==> src/rtl/sop_pkg.sv <==
// rtl/sop_pkg.sv - width, latency and adder-tree shape helpers for the sum-of-products FIR
package sop_pkg;

    function automatic int sop_clog2(input int n);
        int r;
        r = 0;
        while ((1 << r) < n) r++;
        return r;
    endfunction

    function automatic int sop_depth(input int taps);
        return sop_clog2(taps);
    endfunction

    function automatic int sop_fw(input int size, input int taps);
        return 2 * size + sop_clog2(taps);
    endfunction

    function automatic int sop_lat(input int taps);
        return 2 + sop_clog2(taps);
    endfunction

    function automatic int sop_lvl_w(input int size, input int level);
        return 2 * size + level;
    endfunction

    // Node count at a tree level; level 0 is the product row.
    function automatic int sop_nodes(input int taps, input int level);
        int n;
        n = taps;
        for (int j = 0; j < level; j++) n = (n + 1) / 2;
        return n;
    endfunction

    function automatic int sop_base(input int taps, input int level);
        int b;
        b = 0;
        for (int j = 0; j < level; j++) b += sop_nodes(taps, j);
        return b;
    endfunction

endpackage

==> src/rtl/sop_tap.sv <==
// rtl/sop_tap.sv - one FIR tap: delay stage, coefficient register and registered product
module sop_tap #(
    parameter int SIZE = 4,
    parameter int AW   = 2,
    parameter int IDX  = 0
) (
    input  logic              clk,
    input  logic              rst_n,
    input  logic              in_valid,
    input  logic [SIZE-1:0]   x_in,
    input  logic              coef_we,
    input  logic [AW-1:0]     coef_addr,
    input  logic [SIZE-1:0]   coef_din,
    output logic [SIZE-1:0]   x_q,
    output logic [2*SIZE-1:0] prod
);
    localparam int PW = 2 * SIZE;

    logic [SIZE-1:0] c_q;

    // The product is formed from the sample being shifted in and the coefficient
    // held before this edge, so a same-edge write only affects later samples.
    always_ff @(posedge clk or negedge rst_n) begin
        if (!rst_n) begin
            x_q  <= '0;
            c_q  <= '0;
            prod <= '0;
        end else begin
            if (coef_we && (coef_addr == AW'(IDX))) c_q <= coef_din;
            if (in_valid) begin
                x_q  <= x_in;
                prod <= PW'(x_in) * PW'(c_q);
            end
        end
    end

endmodule

==> src/rtl/fir_sop_pipe.sv <==
// rtl/fir_sop_pipe.sv - pipelined TAPS-tap sum-of-products FIR; FIR_SOP_SAT_EN selects saturating narrow output
module fir_sop_pipe
    import sop_pkg::*;
#(
    parameter int SIZE  = 4,
    parameter int TAPS  = 4,
    parameter int OUT_W = 2 * SIZE + $clog2(TAPS)
) (
    input  logic                       CLK,
    input  logic                       RST,
    input  logic [SIZE-1:0]            D_IN,
    input  logic                       IN_VALID,
    input  logic                       COEF_WE,
    input  logic [sop_clog2(TAPS)-1:0] COEF_ADDR,
    input  logic [SIZE-1:0]            COEF_DIN,
    output logic [OUT_W-1:0]           OUT,
    output logic                       OUT_VALID
);
    localparam int AW   = sop_clog2(TAPS);
    localparam int D    = sop_depth(TAPS);
    localparam int FW   = sop_fw(SIZE, TAPS);
    localparam int LAT  = sop_lat(TAPS);
    localparam int NSUM = sop_base(TAPS, D + 1) - TAPS;
    localparam int ROOT = NSUM - 1;

    logic [SIZE-1:0]   x_chain [0:TAPS];
    logic [2*SIZE-1:0] prod    [0:TAPS-1];
    logic [FW-1:0]     sum_q   [0:NSUM-1];
    logic [LAT-2:0]    vld_q;
    logic [OUT_W-1:0]  out_next;

    assign x_chain[0] = D_IN;

    for (genvar k = 0; k < TAPS; k++) begin : g_tap
        sop_tap #(
            .SIZE (SIZE),
            .AW   (AW),
            .IDX  (k)
        ) u_tap (
            .clk       (CLK),
            .rst_n     (RST),
            .in_valid  (IN_VALID),
            .x_in      (x_chain[k]),
            .coef_we   (COEF_WE),
            .coef_addr (COEF_ADDR),
            .coef_din  (COEF_DIN),
            .x_q       (x_chain[k+1]),
            .prod      (prod[k])
        );
    end

    // Tree levels are stored flat in sum_q; an odd trailing node is registered
    // unchanged so every path sees the same number of stages.
    for (genvar l = 1; l <= D; l++) begin : g_lvl
        localparam int NP = sop_nodes(TAPS, l - 1);
        localparam int NC = sop_nodes(TAPS, l);
        localparam int BC = sop_base(TAPS, l) - TAPS;
        localparam int LW = sop_lvl_w(SIZE, l);

        for (genvar i = 0; i < NC; i++) begin : g_node
            logic [LW-1:0] node_sum;

            if (l == 1) begin : g_leaf
                if (2 * i + 1 < NP) begin : g_add
                    assign node_sum = LW'(prod[2*i]) + LW'(prod[2*i+1]);
                end else begin : g_pass
                    assign node_sum = LW'(prod[2*i]);
                end
            end else begin : g_inner
                localparam int BP = sop_base(TAPS, l - 1) - TAPS;
                if (2 * i + 1 < NP) begin : g_add
                    assign node_sum = LW'(sum_q[BP+2*i]) + LW'(sum_q[BP+2*i+1]);
                end else begin : g_pass
                    assign node_sum = LW'(sum_q[BP+2*i]);
                end
            end

            always_ff @(posedge CLK or negedge RST) begin
                if (!RST) sum_q[BC+i] <= '0;
                else      sum_q[BC+i] <= FW'(node_sum);
            end
        end
    end

    if (OUT_W < FW) begin : g_narrow
`ifdef FIR_SOP_SAT_EN
        assign out_next = (|sum_q[ROOT][FW-1:OUT_W]) ? {OUT_W{1'b1}} : sum_q[ROOT][OUT_W-1:0];
`else
        assign out_next = sum_q[ROOT][OUT_W-1:0];
`endif
    end else begin : g_wide
        assign out_next = OUT_W'(sum_q[ROOT]);
    end

    always_ff @(posedge CLK or negedge RST) begin
        if (!RST) begin
            vld_q     <= '0;
            OUT_VALID <= 1'b0;
            OUT       <= '0;
        end else begin
            vld_q     <= {vld_q[LAT-3:0], IN_VALID};
            OUT_VALID <= vld_q[LAT-2];
            if (vld_q[LAT-2]) OUT <= out_next;
        end
    end

endmodule

==> config.mk <==
export PLATFORM = sky130hd
export DESIGN_NAME = fir_sop_pipe
export DESIGN_NICKNAME = d
export VERILOG_FILES = /design/src/rtl/sop_pkg.sv /design/src/rtl/sop_tap.sv /design/src/rtl/fir_sop_pipe.sv
export SDC_FILE = /design/constraint.sdc
export NUM_CORES = 1
export LEC_CHECK = 0
export ABC_AREA = 1
export CAP_MARGIN = 10
export CORE_ASPECT_RATIO = 1.25
export CORE_MARGIN = 8
export CORE_UTILIZATION = 45
export CTS_BUF_LIST = sky130_fd_sc_hd__clkbuf_8
export CTS_CLUSTER_SIZE = 14
export DETAILED_ROUTE_END_ITERATION = 7
export PLACE_DENSITY = 0.68
export SETUP_SLACK_MARGIN = 0.4
export SYNTH_ARGS = -nofsm -noshare
export SYNTH_HDL_FRONTEND = slang
export SYNTH_SLANG_ARGS = --single-unit
==> constraint.sdc <==
create_clock -name CLK -period 5.3 [get_ports CLK]
set_clock_uncertainty 0.05 [all_clocks]
set_input_delay 1.06 -clock CLK [delete_from_list [all_inputs] [get_ports CLK]]
set_output_delay 1.06 -clock CLK [all_outputs]
set_load 0.1 [all_outputs]
---- Word level (Yosys, flattened, before mapping) ----
Index checks and enable logic that the tools add are counted.
Widths: inputs -> output; s select.
word-level totals
  register bits ........................... 102
  input bits .............................. 14
  output and inout bits ................... 11
  word-level logic and storage cells ...... 32
cells by class
  add/sub/neg operators ................... 3
  multipliers ............................. 4
  equality and inequality tests ........... 3
  reduce and logical (&&, ||, !) cells .... 5
operator list
  cell                count
  $mul 4x4->8         4
  $add 8x8->9         2
  $add 9x9->10        1
  $eq 2x2->1 const B  2
  $logic_and 1x1->1   4
  $eq 2x1->1 const B  1
  $logic_not 2->1     1

---- Logic depth before layout (Yosys ltp) ----
Gate-level depths: netlist of the first run.
  depth after elaboration ................. 2
  gate-level depth with buffers ........... 13
  depth with buffers taken out ............ 13

---- By module ----
From an unflattened synthesis of the first run, not the netlist that was laid out.
second synthesis, totals
  cell total of the unflattened synthesis .. 774
  area total of the unflattened synthesis .. 6,551.3 um2
modules (own cells, without submodules)
  module                         instances  cells each  area each (um2)  seq. area each (um2)
  fir_sop_pipe                   1          249         2,289.7          1,051.0
  sop_tap at g_tap[1].u_tap ...  2          131         1,072.3          400.4
  sop_tap at g_tap[0].u_tap      1          132         1,059.8          400.4
  sop_tap at g_tap[3].u_tap      1          131         1,057.3          400.4

---- Worst setup path before layout of the first run ----
Ideal clock, no wire load.
  kind .................................... in2reg
  start point ............................. in D_IN[0]
  end point ............................... reg g_tap[0].u_tap.prod[6]
  setup time .............................. 0.117 ns
  arrival ................................. 3.035 ns
  required time ........................... 5.133 ns
  setup slack ............................. 2.098 ns
  stages .................................. 11
  path buffers ............................ 0
  path through ............................ nand2_1 fa_1 inv_1 fa_1 fa_1 nand2_1 a21oi_1 nor2_1 nand2_1 nand3_1 nand2_1
on the way
  cells in the longest elaborated chain, start to end .. 1
ends and longest elaborated chain
  item                    RTL line            text
  start: declaration      fir_sop_pipe.sv:11  input logic [SIZE-1:0] D_IN,
  $mul 4x4->8             sop_tap.sv:32       prod <= PW'(x_in) * PW'(c_q);
  end signal: assignment  sop_tap.sv:32
  end: declaration        sop_tap.sv:15       output logic [2*SIZE-1:0] prod
No other way between the ends.
A chain may end at the register's enable or synchronous reset.

---- Worst setup path in the final report of the first run ----
Same ends and word-level chain as after synthesis.

==> reports/results.tsv, run 1 <==
metric	value	unit
area share of the leading cell type in the synthesized netlist	0.404	
Final TNS setup	0	ns
count of flip-flops with a built-in enable after synthesis	0	
count of antenna-violating nets left after detailed routing	0	
via count of the first global-routing pass	4512	
Synth Warn #	0	
sinks on the clock net	102	
crit share post-route	0.653	
share of final-layout standard cells stronger than drive strength 1	0.0497	
origin of the worst setup path	D_IN[0]	
cell accounting for the most synthesized area	dfrtp_1	
area taken by multi-input logic gates	3240	um^2
row count	48	
Avg Inst Size Synth	8.40	um^2
via count of the routed design	4623	
Resized cells post-CTS	0	
reported max-cap violation count	0	
leakage power of the design	4.13	nW
routed length per instance	12.0	um
hold_ws	0.304	ns
starting density of the core	0.459	
total detailed-routing wirelength	11500	um
antenna violations before repair	0	
number of nets in the layout	885	
Tmin final	3.46	ns
# port buffers	24	
most frequent cells after synthesis	nand2_1, inv_1, dfrtp_1, ha_1, nand3_1	
global-route congestion overflow total	0	
list of cells traversed by the critical path	clkdlybuf4s50_1 > nand2_1 > fa_1 > inv_1 > fa_1 > fa_1 > nand2_1 > a21oi_1 > nor2_1 > nand2_1 > nand3_1 > nand2_1	
ranking of synthesized cells by area	dfrtp_1, nand2_1, ha_1, inv_1, fa_1	
Skew-Pair Late Insertion Delay	0.39	ns
pin count of the biggest net entering global routing	80	
Top delay family on crit path	adder cells	
most instantiated library cell after synthesis	nand2_1	
average via count per standard cell	4.82	
WP data arrival	3.69	ns
gate count of the mapped netlist	752	
ant diodes	0	
core outline area	13800	um^2
deepest level of the CTS H-tree	3	
combined area of all synthesized cells	6310	um^2
post-cts hold buffer count	0	
# setup viols final	0	
largest voltage drop on the vdd net	297	uV
startpoint-to-endpoint class of the critical path	primary input to flop	
root buffer cell	clkbuf_8	
min-delay worst type	flop to flop	
top-level I/O count	25	
Unique masters post-synth	28	
Filler Cells Inserted	1305	
Max Root-Sink Buffers	2	
flops & latches, synth	102	
maximum clock rate	0.289	GHz
Crit path buffers/inverters	2	
CP Data Required Time	5.53	ns
Seq/Total Area, Yosys	0.404	
post-DP HPWL	8670	um
predominant post-synthesis flop cell	dfrtp_1	
total CTS buffers	9	
type of origin of the critical path	primary input	
Die Y-Extent	148	um
Remaining DRCs	0	
count of final hold-check violations	0	
TritonRoute pass-1 iters	4	
remaining max-slew budget at the tightest pin	0.349	
wire length of the first global-routing pass	20300	um
async set or reset register ratio after synthesis	1.00	
sequential cell area	2550	um^2
stage delay of the slowest cell on the critical path	0.54	ns
slew of the pin with the lowest slew margin	0.976	ns
clock-pin slew of the registers on the worst-case setup and hold paths	0.09	ns
slowest library cell on the worst path	fa_1	
full die area	18100	um^2
Hold Startpoint	vld_q[1]	
last weighted congestion value of the routability-driven placer	0.814	
Final Power	2.80	mW
CTS tree	done	
count of buffers added by post-CTS timing repair for setup	0	
unrepaired setup endpoints after global routing	no	
CP Capture Type	flop	
Iteration-0 DRC Markers	242	
run status	finished, final reports clean	
width of the die	122	um
cell seen most often among critical-path stages	nand2_1	
final slew viol count	0	
startpoint of the worst-slack reg-to-reg timing path	g_tap[1].u_tap.x_q[0]	
syn_nets	858	
layout overhead on the synthesized area	10.1	%
power density over the cells	403	nW/um^2
biggest fanout along the worst timing path	5	
gr usage total	0.140	
## cell type report
cell class | instances | share of cell area
Multi-Input combinational cell | 513 | 0.465
Sequential cell | 102 | 0.367
Inverter | 127 | 0.0685
Timing Repair Buffer | 26 | 0.0363
Tap cell | 175 | 0.0315
Clock buffer | 12 | 0.0237
Clock inverter | 4 | 0.00756
## power breakdown
group / internal, mW / switching (mW) / total [mW]
Sequential: 0.979 / 0.122 / 1.10
Clock: 0.259 / 0.275 / 0.534
Combinational: 0.408 / 0.760 / 1.17
Total: 1.65 / 1.16 / 2.80
## metrics by stage
| step | std cells | setup WS, ns | cell area (um^2) | utilization |
|---|---|---|---|---|
| detailed placement | 943 | 1.43 | 6740 | 0.490 |
| global route | 959 | 1.65 | 6960 | 0.506 |
| floorplan | 752 | 2.10 | 6310 | - |
| finish | 959 | 1.84 | 6960 | 0.506 |
| CTS | 959 | 1.84 | 6960 | 0.506 |
| global placement | 943 | 1.45 | 6740 | 0.490 |
## cells by family after synthesis
family | synth area share
flip-flops | 0.404
multiplexers | 0.0178
adder cells (fa/ha/maj) | 0.205
AND/OR/NAND/NOR | 0.208
XOR/XNOR | 0.0139
AO/OA/AOI/OAI | 0.0682
buffers and inverters | 0.0832
## state kept, by name (all words and copies together), names as in the netlist
name,count
vld_q,3
sum_q,18
g_tap.u_tap.c_q,16
g_tap.u_tap.x_q,12
out_next,10
OUT,10
g_tap.u_tap.prod,32
OUT_VALID,1
## worst paths after layout
path / end / slack [ns] / cells past startpoint
setup / recovery: g_tap[0].u_tap.prod[6] / 1.84 / 12
hold / removal: vld_q[2] / 0.30 / 0
setup reg to reg: g_tap[2].u_tap.prod[6] / 2.51 / 12
hold reg to reg: vld_q[2] / 0.30 / 0
max in group asynchronous: g_tap[2].u_tap.x_q[0] / 3.52 / 2
min in group asynchronous: OUT_VALID / 0.77 / 1
## per-layer routing
layer  global-route usage  wire (um)  vias to the layer above
met1                0.171       5340                     2131
met2                0.234       5580                       51
met4               0.0575        233                        0
li1                     -          -                     2428
met5                    0          0                        -
met3               0.0277        332                       13
## layout by cell type (no fill, tap or decap), types with 3 or more instances in the layout
master           netlist  final
nand2_1              249    249
inv_1                126    126
dfrtp_1              102    102
ha_1                  73     73
nand3_1               41     41
o21ai_0               40     40
a21oi_1               29     29
clkdlybuf4s50_1        0     23
fa_1                  19     19
nor2_1                13     13
clkbuf_8               0     12
mux2_2                10     10
xor2_1                 7      7
nand4_1                7      7
a21oi_2                3      3
xnor2_1                3      3
or2_0                  3      3
buf_4                  0      3
(Power assumes the default switching activity.)
==> run 2, diff against run 1 <==
==> constraint.sdc (replaced) <==
create_clock -name CLK -period 3.62 [get_ports CLK]
set_clock_uncertainty 0.05 [all_clocks]
set_input_delay 0.724 -clock CLK [delete_from_list [all_inputs] [get_ports CLK]]
set_output_delay 0.724 -clock CLK [all_outputs]
set_load 0.1 [all_outputs]
==> reports/results.tsv, run 2 (synthesis results as in run 1) <==
metric	value	unit
commonest non-fill, non-tap cell in the layout	nand2_1	
top library cells by usage in the layout, fill and taps aside	nand2_1, inv_1, dfrtp_1	
ant diodes	0	
type of origin of the critical path	primary input	
min-delay worst type	primary input to async pin	
Skew-Pair Late Insertion Delay	0.39	ns
root buffer cell	clkbuf_8	
via count of the first global-routing pass	4459	
biggest fanout along the worst timing path	2	
sinks on the clock net	102	
via count of the routed design	4646	
crit share post-route	0.834	
startpoint-to-endpoint class of the critical path	primary input to flop	
remaining max-slew budget at the tightest pin	0.354	
top-level I/O count	25	
CTS tree	done	
Remaining DRCs	0	
pin count of the biggest net entering global routing	54	
slew of the pin with the lowest slew margin	0.966	ns
post-cts hold buffer count	0	
Place WS	0.124	ns
routed length per instance	11.8	um
Die Y-Extent	148	um
post-DP HPWL	8730	um
deepest level of the CTS H-tree	3	
share of final-layout standard cells stronger than drive strength 1	0.0534	
Final Worst Setup Slack	0.603	ns
CP Capture Type	flop	
count of antenna-violating nets left after detailed routing	0	
TritonRoute pass-1 iters	5	
global-route congestion overflow total	0	
full die area	18100	um^2
total CTS buffers	9	
number of nets in the layout	887	
last weighted congestion value of the routability-driven placer	0.800	
count of final hold-check violations	0	
starting density of the core	0.459	
slowest library cell on the worst path	fa_1	
Final TNS setup	0	ns
clock-pin slew of the registers on the worst-case setup and hold paths	0.11	ns
cell seen most often among critical-path stages	nand2_1	
unrepaired setup endpoints after global routing	no	
# setup viols final	0	
Iteration-0 DRC Markers	221	
largest registers ranked by flip-flop count	g_tap.u_tap.prod x32, sum_q x18, g_tap.u_tap.c_q x16	
width of the die	122	um
final slew viol count	0	
gr usage total	0.138	
average via count per standard cell	4.83	
Tmin final	3.02	ns
run status	finished, final reports clean	
row count	48	
layout overhead on the synthesized area	10.6	%
antenna violations before repair	0	
flip-flop count of the largest register after layout	32	
largest voltage drop on the vdd net	559	uV
wire length of the first global-routing pass	20200	um
WP data arrival	3.25	ns
register with the most flip-flops	g_tap.u_tap.prod	
core outline area	13800	um^2
# port buffers	24	
list of cells traversed by the critical path	clkdlybuf4s50_1 > nand2_1 > fa_1 > inv_1 > fa_1 > fa_2 > nand2_1 > a21oi_1 > nor2_1 > nand2_1 > nand3_1 > nand2_1	
power density over the cells	587	nW/um^2
reported max-cap violation count	0	
total detailed-routing wirelength	11400	um
leakage power of the design	4.14	nW
stage delay of the slowest cell on the critical path	0.54	ns
maximum clock rate	0.331	GHz
CP Data Required Time	3.85	ns
Max Root-Sink Buffers	2	
run 2: worst max-delay path: cells and delay by family:
family / cells / cell delay [ns]
fa+ha+maj: 3 / 1.48
buf+inv: 2 / 0.53
simple gates: 6 / 0.43
compound gates: 1 / 0.08
run 2: worst paths after layout:
path                                       start  depth (start not counted)  slack [ns]                endpoint
setup / recovery                         D_IN[0]                         12        0.60  g_tap[0].u_tap.prod[6]
hold / removal                               RST                          1        0.31  g_tap[3].u_tap.prod[1]
setup reg to reg           g_tap[1].u_tap.x_q[0]                         12        0.78  g_tap[2].u_tap.prod[6]
hold reg to reg                         vld_q[0]                          0        0.31                vld_q[1]
max in group asynchronous                    RST                          2        2.52  g_tap[1].u_tap.prod[5]
min in group CLK                        vld_q[0]                          0        0.31                vld_q[1]
run 2: stage by stage:
step | cell area [um^2] | util | hold slack (ns) | total power [mW] | cells
final | 6980 | 0.508 | 0.308 | 4.09 | 961
after global routing | 6980 | 0.508 | 0.317 | 4.43 | 961
after CTS | 6980 | 0.507 | 0.311 | 4.15 | 961
after detailed placement | 6770 | 0.492 | 0.287 | 3.36 | 945
after global placement | 6770 | 0.492 | 0.283 | 3.31 | 945
after floorplan | 6310 | - | 0.281 | 2.94 | 752
run 2: final cells by class:
class,instances,area (um^2)
clock buffers,9,124
clock inverters,7,87.6
fillers,1281,6770
inverters,127,477
multi-input cells,513,3240
flip-flops and latches,102,2550
well taps,175,219
repair buffers,28,283
run 2: layer usage:
layer,share of wire,up-vias,global-route usage
li1,-,2428,-
met5,0,-,0
met4,0.016,0,0.0489
met2,0.49,49,0.236
met3,0.031,11,0.0269
met1,0.47,2158,0.169
run 2: report_power, final:
group	switching (mW)	internal, mW
Clock	0.431	0.336
Sequential	0.182	1.43
Combinational	1.11	0.601
Total	1.72	2.37
run 2: what timing repair did:
| item | 4_1_cts | 5_1_grt |
|---|---|---|
| endpoints found under the setup margin | 0 | 1 |
| buffers inserted | 0 | 0 |
| gates resized for setup | 0 | 3 |
==> run 3, diff against run 2 <==
==> constraint.sdc (replaced) <==
create_clock -name CLK -period 2.9 [get_ports CLK]
set_clock_uncertainty 0.05 [all_clocks]
set_input_delay 0.58 -clock CLK [delete_from_list [all_inputs] [get_ports CLK]]
set_output_delay 0.58 -clock CLK [all_outputs]
set_load 0.1 [all_outputs]
==> reports/results.tsv, run 3 (synthesis results as in run 1) <==
metric	value	unit
number of nets in the layout	918	
remaining max-slew budget at the tightest pin	0.493	
startpoint of the worst-slack reg-to-reg timing path	g_tap[3].u_tap.c_q[1]	
global-route congestion overflow total	0	
Skew-Pair Late Insertion Delay	0.38	ns
Max Root-Sink Buffers	2	
largest registers ranked by flip-flop count	g_tap.u_tap.prod x32, sum_q x18, g_tap.u_tap.c_q x16	
count of final hold-check violations	0	
count of antenna-violating nets left after detailed routing	0	
power density over the cells	702	nW/um^2
gr usage total	0.141	
commonest non-fill, non-tap cell in the layout	nand2_1	
placed cells	956	
wire length of the first global-routing pass	20600	um
Util after Layout	0.533	
full die area	18100	um^2
# setup viols final	0	
crit share post-route	0.872	
top-level I/O count	25	
biggest fanout along the worst timing path	3	
maximum clock rate	0.396	GHz
Final TNS setup	0	ns
Die Y-Extent	148	um
ant diodes	0	
sinks on the clock net	102	
largest voltage drop on the vdd net	579	uV
layout overhead on the synthesized area	16.0	%
final slew viol count	0	
width of the die	122	um
Filler Cells Inserted	1297	
CTS tree	done	
via count of the first global-routing pass	4683	
top library cells by usage in the layout, fill and taps aside	nand2_1, inv_1, dfrtp_1	
worst r2r path cells	12	
hold_ws	0.136	ns
pin count of the biggest net entering global routing	47	
TritonRoute pass-1 iters	4	
# port buffers	24	
row count	48	
type of origin of the critical path	flop	
Remaining DRCs	0	
routed length per instance	12.2	um
Final Power	5.14	mW
share of final-layout standard cells stronger than drive strength 1	0.154	
startpoint-to-endpoint class of the critical path	flop to flop	
min-delay worst type	primary input to async pin	
deepest level of the CTS H-tree	3	
flip-flop count of the largest register after layout	32	
Tmin final	2.53	ns
post-DP HPWL	8870	um
total detailed-routing wirelength	12100	um
core outline area	13800	um^2
average via count per standard cell	4.79	
Iteration-0 DRC Markers	230	
root buffer cell	clkbuf_8	
CP Capture Type	flop	
leakage power of the design	4.26	nW
CP Data Required Time	3.17	ns
Finished Layout Cells	992	
Reg2Reg Capture Point	g_tap[3].u_tap.prod[6]	
register with the most flip-flops	g_tap.u_tap.prod	
WP data arrival	2.79	ns
antenna violations before repair	0	
run status	finished, final reports clean	
clock-pin slew of the registers on the worst-case setup and hold paths	0.09	ns
minimum setup slack among reg-to-reg paths	0.37	ns
unrepaired setup endpoints after global routing	yes	
reported max-cap violation count	0	
total CTS buffers	9	
via count of the routed design	4753	
slew of the pin with the lowest slew margin	0.759	ns
last weighted congestion value of the routability-driven placer	0.805	
starting density of the core	0.459	
-- run 3: cell types whose count changed in the layout (fill, tap and decap cells not counted), sizes merged --
| cell | delta |
|---|---|
| clkinvlp | -1 |
| buf | +42 |
| bufinv | -1 |
| clkinv | +2 |
| clkdlybuf4s50 | -13 |
| dlygate4sd2 | +3 |
| dlymetal6s2s | -1 |
-- run 3: cell type report --
| cell class | instances | area (um^2) | area share |
|---|---|---|---|
| sequential | 102 | 2550 | 0.349 |
| tap | 175 | 219 | 0.0299 |
| inverter | 127 | 477 | 0.0651 |
| timing repair buffer | 59 | 469 | 0.0641 |
| clock inverter | 7 | 50.0 | 0.00683 |
| clock buffer | 9 | 124 | 0.0169 |
| multi-input combinational | 513 | 3430 | 0.469 |
-- run 3: repair_timing --
action	CTS	global route
hold buffers	0	0
gates resized for setup	16	32
cloned	0	0
pin swaps	19	22
setup endpoints to repair	16	19
buffers inserted	16	4
-- run 3: worst max-delay path by stage --
stage                     startpoint  slack [ns]                      to
2_1_floorplan                D_IN[2]        0.35  g_tap[0].u_tap.prod[6]
3_3_place_gp                 D_IN[2]       -0.24  g_tap[0].u_tap.prod[6]
3_5_place_dp                 D_IN[2]       -0.27  g_tap[0].u_tap.prod[6]
4_1_cts        g_tap[2].u_tap.c_q[1]        0.37  g_tap[2].u_tap.prod[6]
5_1_grt        g_tap[0].u_tap.x_q[2]        0.23  g_tap[1].u_tap.prod[6]
6_report       g_tap[3].u_tap.c_q[1]        0.37  g_tap[3].u_tap.prod[6]
-- run 3: power by group --
group / switching, mW / total, mW / internal, mW / leakage, nW
Combinational: 1.48 / 2.34 / 0.856 / 2.87
Sequential: 0.192 / 1.98 / 1.79 / 1.29
Clock: 0.506 / 0.822 / 0.315 / 0.0928
Total: 2.18 / 5.14 / 2.96 / 4.26
-- run 3: through the flow --
step	worst slack [ns]	area, um^2
CTS	0.370	7170
finish	0.372	7320
global placement	-0.238	6830
detailed placement	-0.271	6830
floorplan	0.346	6340
global route	0.232	7320
-- run 3: critical path, stage by stage (launching register included) --
cell and delay (ns):
dfrtp_1 0.38, nand2_2 0.07, fa_1 0.54, inv_2 0.04
fa_2 0.57, inv_2 0.05, fa_2 0.33, inv_2 0.08
nand3_2 0.07, nand2_2 0.06, or2_0 0.10, nand3_1 0.06
nand2_1 0.08
-- run 3: routing by layer --
metal	routed length (um)	GRT usage
met2	6120	0.246
met4	202	0.0538
met3	394	0.0220
met5	0	0
met1	5430	0.169
